==> src/rtl/stopwatch_btn_cond_pkg.sv <==
// Shared encodings and default timing constants for the stopwatch input conditioning stage.
// Debounce state codes are fixed so that they match the downstream controller's view of the buttons.
package stopwatch_btn_cond_pkg;

    typedef enum logic [1:0] {
        DB_IDLE         = 2'b00,
        DB_PRESS_WAIT   = 2'b01,
        DB_HELD         = 2'b10,
        DB_RELEASE_WAIT = 2'b11
    } db_state_t;

    localparam int DEBOUNCE_CYCLES_DEF = 1_000_000;
    localparam int LONG_CYCLES_DEF     = 200_000_000;

    // One counter width serves both the debounce and long-press timers.
    function automatic int cnt_width(input int a, input int b);
        return $clog2(((a > b) ? a : b) + 1);
    endfunction

endpackage

==> src/rtl/stopwatch_btn_cond_debounce.sv <==
// Per-button conditioner: 2-flop synchroniser, debounce FSM and saturating qualify counter.
// Emits the debounced level, a one-cycle accept pulse, and a flag for the HELD state.
//
// state            | meaning
// DB_IDLE          | button released and qualified
// DB_PRESS_WAIT    | input high, counting stable samples toward acceptance
// DB_HELD          | press accepted, level high
// DB_RELEASE_WAIT  | input low, counting stable samples toward release
module stopwatch_btn_cond_debounce
    import stopwatch_btn_cond_pkg::*;
#(
    parameter int DEBOUNCE_CYCLES = DEBOUNCE_CYCLES_DEF,
    parameter int LONG_CYCLES     = LONG_CYCLES_DEF
) (
    input  logic clk,
    input  logic rst,
    input  logic btn,
    output logic level,
    output logic pulse,
    output logic held
);

    localparam int CNT_W = cnt_width(DEBOUNCE_CYCLES, LONG_CYCLES);
    localparam logic [CNT_W-1:0] CNT_LAST = CNT_W'(DEBOUNCE_CYCLES - 1);
    localparam logic [CNT_W-1:0] CNT_MAX  = '1;

    logic             sync_q1;
    logic             sync_q2;
    db_state_t        state;
    logic [CNT_W-1:0] cnt;
    logic [CNT_W-1:0] cnt_inc;

    // The first high sample seen in IDLE counts as sample one of the window.
    assign cnt_inc = (cnt == CNT_MAX) ? cnt : cnt + 1'b1;
    assign held    = (state == DB_HELD);

    always_ff @(posedge clk) begin
        if (rst) begin
            sync_q1 <= 1'b0;
            sync_q2 <= 1'b0;
            state   <= DB_IDLE;
            cnt     <= '0;
            level   <= 1'b0;
            pulse   <= 1'b0;
        end else begin
            sync_q1 <= btn;
            sync_q2 <= sync_q1;
            pulse   <= 1'b0;
            case (state)
                DB_IDLE: begin
                    if (sync_q2) begin
                        state <= DB_PRESS_WAIT;
                        cnt   <= '0;
                    end
                end
                DB_PRESS_WAIT: begin
                    if (!sync_q2) begin
                        state <= DB_IDLE;
                        cnt   <= '0;
                    end else if (cnt_inc == CNT_LAST) begin
                        state <= DB_HELD;
                        level <= 1'b1;
                        pulse <= 1'b1;
                        cnt   <= '0;
                    end else begin
                        cnt <= cnt_inc;
                    end
                end
                DB_HELD: begin
                    if (!sync_q2) begin
                        state <= DB_RELEASE_WAIT;
                        cnt   <= '0;
                    end
                end
                DB_RELEASE_WAIT: begin
                    if (sync_q2) begin
                        state <= DB_HELD;
                        cnt   <= '0;
                    end else if (cnt_inc == CNT_LAST) begin
                        state <= DB_IDLE;
                        level <= 1'b0;
                        cnt   <= '0;
                    end else begin
                        cnt <= cnt_inc;
                    end
                end
                default: begin
                    state <= DB_IDLE;
                    cnt   <= '0;
                end
            endcase
        end
    end

endmodule

==> src/rtl/stopwatch_btn_cond.sv <==
// Stopwatch input conditioning: debounced R/P command pulses and synchronised switches.
// Define BTN_LONGPRESS_EN to let a long P hold issue one extra r_pulse.
module stopwatch_btn_cond
    import stopwatch_btn_cond_pkg::*;
#(
    parameter int DEBOUNCE_CYCLES = DEBOUNCE_CYCLES_DEF,
    parameter int LONG_CYCLES     = LONG_CYCLES_DEF
) (
    input  logic       clk,
    input  logic       rst,
    input  logic       btn_r,
    input  logic       btn_p,
    input  logic [1:0] sw_sel,
    input  logic [7:0] sw_load,
    output logic       r_pulse,
    output logic       p_pulse,
    output logic       r_level,
    output logic       p_level,
    output logic [1:0] sel,
    output logic [7:0] load
);

    localparam int CNT_W = cnt_width(DEBOUNCE_CYCLES, LONG_CYCLES);

    logic       r_pulse_db;
    logic       r_held_unused;
    logic       p_held;
    logic [1:0] sel_q1;
    logic [7:0] load_q1;

    stopwatch_btn_cond_debounce #(
        .DEBOUNCE_CYCLES (DEBOUNCE_CYCLES),
        .LONG_CYCLES     (LONG_CYCLES)
    ) u_db_r (
        .clk   (clk),
        .rst   (rst),
        .btn   (btn_r),
        .level (r_level),
        .pulse (r_pulse_db),
        .held  (r_held_unused)
    );

    stopwatch_btn_cond_debounce #(
        .DEBOUNCE_CYCLES (DEBOUNCE_CYCLES),
        .LONG_CYCLES     (LONG_CYCLES)
    ) u_db_p (
        .clk   (clk),
        .rst   (rst),
        .btn   (btn_p),
        .level (p_level),
        .pulse (p_pulse),
        .held  (p_held)
    );

    // Switches are slow and level-only, so a plain 2-flop sync is enough.
    always_ff @(posedge clk) begin
        if (rst) begin
            sel_q1  <= '0;
            load_q1 <= '0;
            sel     <= '0;
            load    <= '0;
        end else begin
            sel_q1  <= sw_sel;
            load_q1 <= sw_load;
            sel     <= sel_q1;
            load    <= load_q1;
        end
    end

`ifdef BTN_LONGPRESS_EN
    localparam logic [CNT_W-1:0] LP_LAST = CNT_W'(LONG_CYCLES - 1);
    localparam logic [CNT_W-1:0] LP_MAX  = '1;

    logic [CNT_W-1:0] lp_cnt;
    logic             lp_pulse;

    // Saturating count means the terminal compare matches once per hold.
    always_ff @(posedge clk) begin
        if (rst) begin
            lp_cnt   <= '0;
            lp_pulse <= 1'b0;
        end else begin
            lp_pulse <= 1'b0;
            if (!p_held) begin
                lp_cnt <= '0;
            end else begin
                if (lp_cnt != LP_MAX) begin
                    lp_cnt <= lp_cnt + 1'b1;
                end
                if (lp_cnt == LP_LAST) begin
                    lp_pulse <= 1'b1;
                end
            end
        end
    end

    assign r_pulse = r_pulse_db | lp_pulse;
`else
    logic unused_p_held;
    logic [CNT_W-1:0] unused_cnt_w;

    assign unused_p_held = p_held;
    assign unused_cnt_w  = '0;
    assign r_pulse       = r_pulse_db;
`endif

endmodule
==> config.mk <==
export PLATFORM = sky130hd
export DESIGN_NAME = stopwatch_btn_cond
export DESIGN_NICKNAME = d
export VERILOG_FILES = /design/src/rtl/stopwatch_btn_cond_pkg.sv /design/src/rtl/stopwatch_btn_cond_debounce.sv /design/src/rtl/stopwatch_btn_cond.sv
export SDC_FILE = /design/constraint.sdc
export NUM_CORES = 1
export LEC_CHECK = 0
export CAP_MARGIN = 0
export CORE_ASPECT_RATIO = 1.2
export CORE_MARGIN = 3
export CORE_UTILIZATION = 47
export CTS_BUF_LIST = sky130_fd_sc_hd__clkbuf_16
export CTS_CLUSTER_DIAMETER = 200
export DETAILED_ROUTE_END_ITERATION = 8
export PLACE_DENSITY = 0.67
export SYNTH_ARGS = -nofsm -noshare
export SYNTH_HDL_FRONTEND = slang
export SYNTH_HIERARCHICAL = 1
export SYNTH_SLANG_ARGS = --single-unit
==> constraint.sdc <==
create_clock -name clk -period 3.6 [get_ports clk]
set_input_delay 0.36 -clock clk [delete_from_list [all_inputs] [get_ports clk]]
set_output_delay 0.36 -clock clk [all_outputs]
set_load 0.02 [all_outputs]
After elaboration in Yosys (flattened, before gate mapping)
Index checks and enable logic that the tools add are counted.
Cells by class
  add/subtract/negate cells: 2
  multiply operators: 0
  divide/modulo/power cells: 0
  order comparisons: 0
  equality and inequality tests: 26
  shift operators: 0
  muxes and demuxes: 40
  bitwise logic cells: 4
  reduce and logical (&&, ||, !) cells: 12
Operators with widths (number)
  two-way mux 28 bit: 12
  case mux 28 bit (4 select lines): 2
  adder 28 x 1 -> 28 bit, second input constant: 2
  == test 28 x 20 -> 1 bit, second input constant: 2
  == test 28 bit, second input constant: 2
  two-way mux 2 bit: 12
  != test 2 x 1 -> 1 bit, second input constant: 8
  case mux 2 bit (4 select lines): 2
  two-way mux 1 bit: 10
  AND reduction 5 bit: 2
  == test 2 bit, second input constant: 4
  != test 2 bit, second input constant: 4
  AND reduction 4 bit: 2
  != test 3 x 1 -> 1 bit, second input constant: 2
  != test 3 bit, second input constant: 2
  OR reduction 3 bit: 2
  == test 2 x 1 -> 1 bit, second input constant: 2
  logical NOT 2 bit: 2
  inverter 1 bit: 4
  case mux 1 bit (2 select lines): 2
  AND reduction 2 bit: 2
  nonzero test 2 bit: 2
Word-level totals
  register bits after elaboration: 88
  bits in latches: 0
  bits in writable memories: 0
  ROM bits: 0
  bits of input ports: 14
  output and inout port bits: 14
  word-level logic and storage cells: 100
  memories: 0

Logic depth before layout (Yosys ltp)
  depth in word-level cells: 6
  mapped depth: 12
  depth with buffers taken out: 10

Hierarchy
The synthesis kept the hierarchy.
Modules (own cells, without submodules)
  stopwatch_btn_cond_debounce at u_db_p: times used 1, cells each 320, area each 2441.1 sq um, seq. area each 680.7 sq um
  stopwatch_btn_cond_debounce at u_db_r: times used 1, cells each 301, area each 2249.7 sq um, seq. area each 680.7 sq um
  stopwatch_btn_cond: times used 1, cells each 42, area each 618.1 sq um, seq. area each 400.4 sq um

Worst setup path after synthesis
OpenSTA, ideal clock, no wires.
  path type: reg2reg
  start: register u_db_p.cnt[0]
  end: register u_db_p.level
  setup time: 0.122 ns
  arrival time: 3.486 ns
  required time: 3.478 ns
  path slack: -0.008 ns
  cell stages (with the launch flop): 11
  path buffers: 0
  clock period less this slack: 3.608 ns
  cells stage by stage: dfxtp_1 ha_1 nand3_2 or3_4 nor3_1 mux2_2 or4_1 or4_4 nor4_4 mux2i_1 a21oi_1
On the way
  longest elaborated chain between the ends: 5
  elaborated cells between the ends (all ways): 7
  classes of those cells: add/sub (1); eq/ne (4); mux (1); reduce/logical (1)
RTL lines
  from (decl): line stopwatch_btn_cond_debounce.sv:30  | logic [CNT_W-1:0] cnt;
  from (signal assigned): line stopwatch_btn_cond_debounce.sv:66  | cnt <= cnt_inc;
  from (signal assigned): line stopwatch_btn_cond_debounce.sv:84  | cnt <= cnt_inc;
  adder 28 x 1 -> 28 bit or == test 28 bit (tied branches): line stopwatch_btn_cond_debounce.sv:34  | assign cnt_inc = (cnt == CNT_MAX) ? cnt : cnt + 1'b1;
  two-way mux 28 bit (*): line stopwatch_btn_cond_debounce.sv:34
  == test 28 x 20 -> 1 bit (*): line stopwatch_btn_cond_debounce.sv:60, stopwatch_btn_cond_debounce.sv:79
  != test 2 x 1 -> 1 bit (no line)
  AND reduction 5 bit (no line) (*)
  to (signal assigned): line stopwatch_btn_cond_debounce.sv:43  | level <= 1'b0;
  to (signal assigned): line stopwatch_btn_cond_debounce.sv:62  | level <= 1'b1;
  to (signal assigned): line stopwatch_btn_cond_debounce.sv:81  | level <= 1'b0;
  to (decl): line stopwatch_btn_cond_debounce.sv:18  | output logic level,
Every way passes the cells marked *; elsewhere a longest branch is shown, timed or not.
A chain may end at the register's enable or synchronous reset.

Worst setup path in the final report
  start: register u_db_p.cnt[12]
  end: register u_db_p.level
Same word-level chain as after synthesis.

==> flow_summary.json <==
{
  "outcome": "finished clean",
  "htree_levels": 3,
  "numCtsBuffers": 9,
  "syn_area_sq_um": 5300,
  "cts_hold_buf": 0,
  "gr-usage-all-layers_pct": 23.7,
  "first_pass_iters": 5,
  "drt_iter0_drc": 234,
  "avgRoutedWirePerCell_um": 17.6,
  "syn_nets": 677,
  "synth_cells": 661,
  "cp_top_family": "simple AND/OR/NAND/NOR gates",
  "min_path_type": "reg2reg",
  "crit_chain": "nand4_1, or3_4, nor3_2, mux2_2, or4_1, or4_4, nor4_4, mux2i_1, a21oi_1",
  "holdCritStartpoint": "u_db_r/sync_q1",
  "p_leak_uw": 0.00203,
  "ant_nets": 0,
  "finalHoldViolCount": 0,
  "tns_ns": 0,
  "start_util_pct": 49.2,
  "hpwlAfterDp_um": 10100,
  "clkTransAtPathRegs_ns": 0.07,
  "slew_headroom_pct": 44.9,
  "timing.hold.ws_ns": 0.433,
  "grt_max_degree": 37,
  "cts.sinks": 88,
  "tightest_slew_ns": 0.823,
  "cp-end-kind": "flop",
  "drc": 0,
  "num_vias": 5189,
  "final_cell_mix": "dfxtp_1 (88), nand2_1 (62), nor2_1 (58), a31oi_1 (45), buf_4 (42)",
  "row_count": 41,
  "reg2reg_from": "u_db_p/cnt[12]",
  "holdPathStages": 1,
  "vdd_drop_max_mv": 0.298,
  "reg2reg_slack_ns": 0.15,
  "cp_num_buf_inv": 0,
  "min_to": "u_db_r/sync_q2",
  "max_freq_mhz": 290,
  "pre_cts_ws_ns": 0.0350,
  "grt_pass1_wl_um": 23800,
  "final_net_count": 709,
  "drive_above_1_share_pct": 16.0,
  "slew_violations": 0,
  "gp_congestion": 0.979,
  "yosysWarnings": 6,
  "die_area_sq_um": 12600,
  "startpoint": "u_db_p/cnt[12]",
  "worstSetupStartpointType": "flop",
  "r2r_end": "u_db_p/level",
  "die_w_um": 103,
  "cp_slowest_cell": "or4_1",
  "cts_tree": "yes",
  "die_h_um": 122,
  "period_minus_slack_ns": 3.45,
  "post-route-util_pct": 56.7,
  "path_class": "reg2reg",
  "syn_area_per_cell_sq_um": 8.02,
  "coreArea_sq_um": 10800,
  "required_ns": 3.81,
  "ios": 28,
  "slowest_delay_ns": 0.55,
  "rsz0062_at_grt": "false",
  "clk_latency_ns": 0.35,
  "maxCapViolCount": 0,
  "critPathMaxFanout": 6,
  "diodes": 0,
  "power-per-cell-area_nw_per_um2": 348,
  "ctsRootBufferMaster": "clkbuf_16",
  "ff2ff_path_depth": 9,
  "antenna_found_initial": 0,
  "grt.overflow.total": 0,
  "final_common_cell": "dfxtp_1",
  "arrival_ns": 3.66,
  "viasPerCell": 6.27,
  "post-route-period-util_pct": 95.9,
  "syn_to_final_growth_pct": 15.3,
  "io_buffers": 27,
  "cts_buffer_depth": 2,
  "worst_slack_ns": 0.149,
  "first_global_vias": 4934,
  "finalSetupViolCount": 0,
  "fin_skew_ns": 0.00658,
  "drt_wl_total_um": 14500
}
## registers in the layout, indices dropped and copies added (netlist names), named ones only
signal	cells
u_db_p/level	1
u_db_p/sync_q1	1
u_db_r/pulse	1
sel	2
sel_q1	2
load_q1	8
u_db_r/level	1
u_db_r/cnt	28
u_db_p/sync_q2	1
u_db_r/state	1
u_db_r/sync_q1	1
u_db_p/pulse	1
u_db_p/state	1
u_db_r/sync_q2	1
u_db_p/cnt	28
load	8
## power breakdown
| group | leakage, uW | internal [uW] | switching, uW |
|---|---|---|---|
| registers | 0.000714 | 988 | 5.74 |
| clock network | 0.000154 | 610 | 421 |
| logic | 0.00117 | 48.1 | 56.7 |
| total | 0.00203 | 1650 | 483 |
## worst max path at each step
stage / to / slack (ns) / cells past startpoint
floorplan: u_db_p/level / 0.07 / 10
global placement: u_db_p/level / 0.12 / 9
detailed placement: u_db_p/level / 0.03 / 9
CTS: u_db_p/level / 0.008 / 9
global route: u_db_r/cnt[4] / 0.02 / 10
finish: u_db_p/level / 0.15 / 9
## per-stage QoR
stage	total power [uW]	cell area, sq um	cells
6_report	2130	6110	827
5_1_grt	2200	6110	827
4_1_cts	2150	6090	826
3_5_place_dp	1120	5770	810
3_3_place_gp	1120	5770	810
2_1_floorplan	1080	5310	661
## timing repair
| item | in CTS | in global routing |
|---|---|---|
| setup buffers | 0 | 1 |
| setup endpoints to repair | 0 | 22 |
| hold endpoints to repair | 0 | 0 |
| resized for setup | 0 | 3 |
## per-layer routing
metal / GRT usage, % / routed length [um] / vias up
met1: 28.5 / 5820 / 2424
met5: 0 / 0 / -
li1: - / - / 2512
met3: 4.66 / 918 / 56
met4: 10.4 / 559 / 0
met2: 40.6 / 7240 / 197
## cell type report
type                            instances  area, sq um
Fill cell                            1015         4660
Multi-Input combinational cell        512         3240
Sequential cell                        88         1760
Timing Repair Buffer                   69          581
Clock buffer                            9          225
Tap cell                              129          161
Clock inverter                          7         93.8
Inverter                               13         48.8
Power figures use the tool's default switching activity.
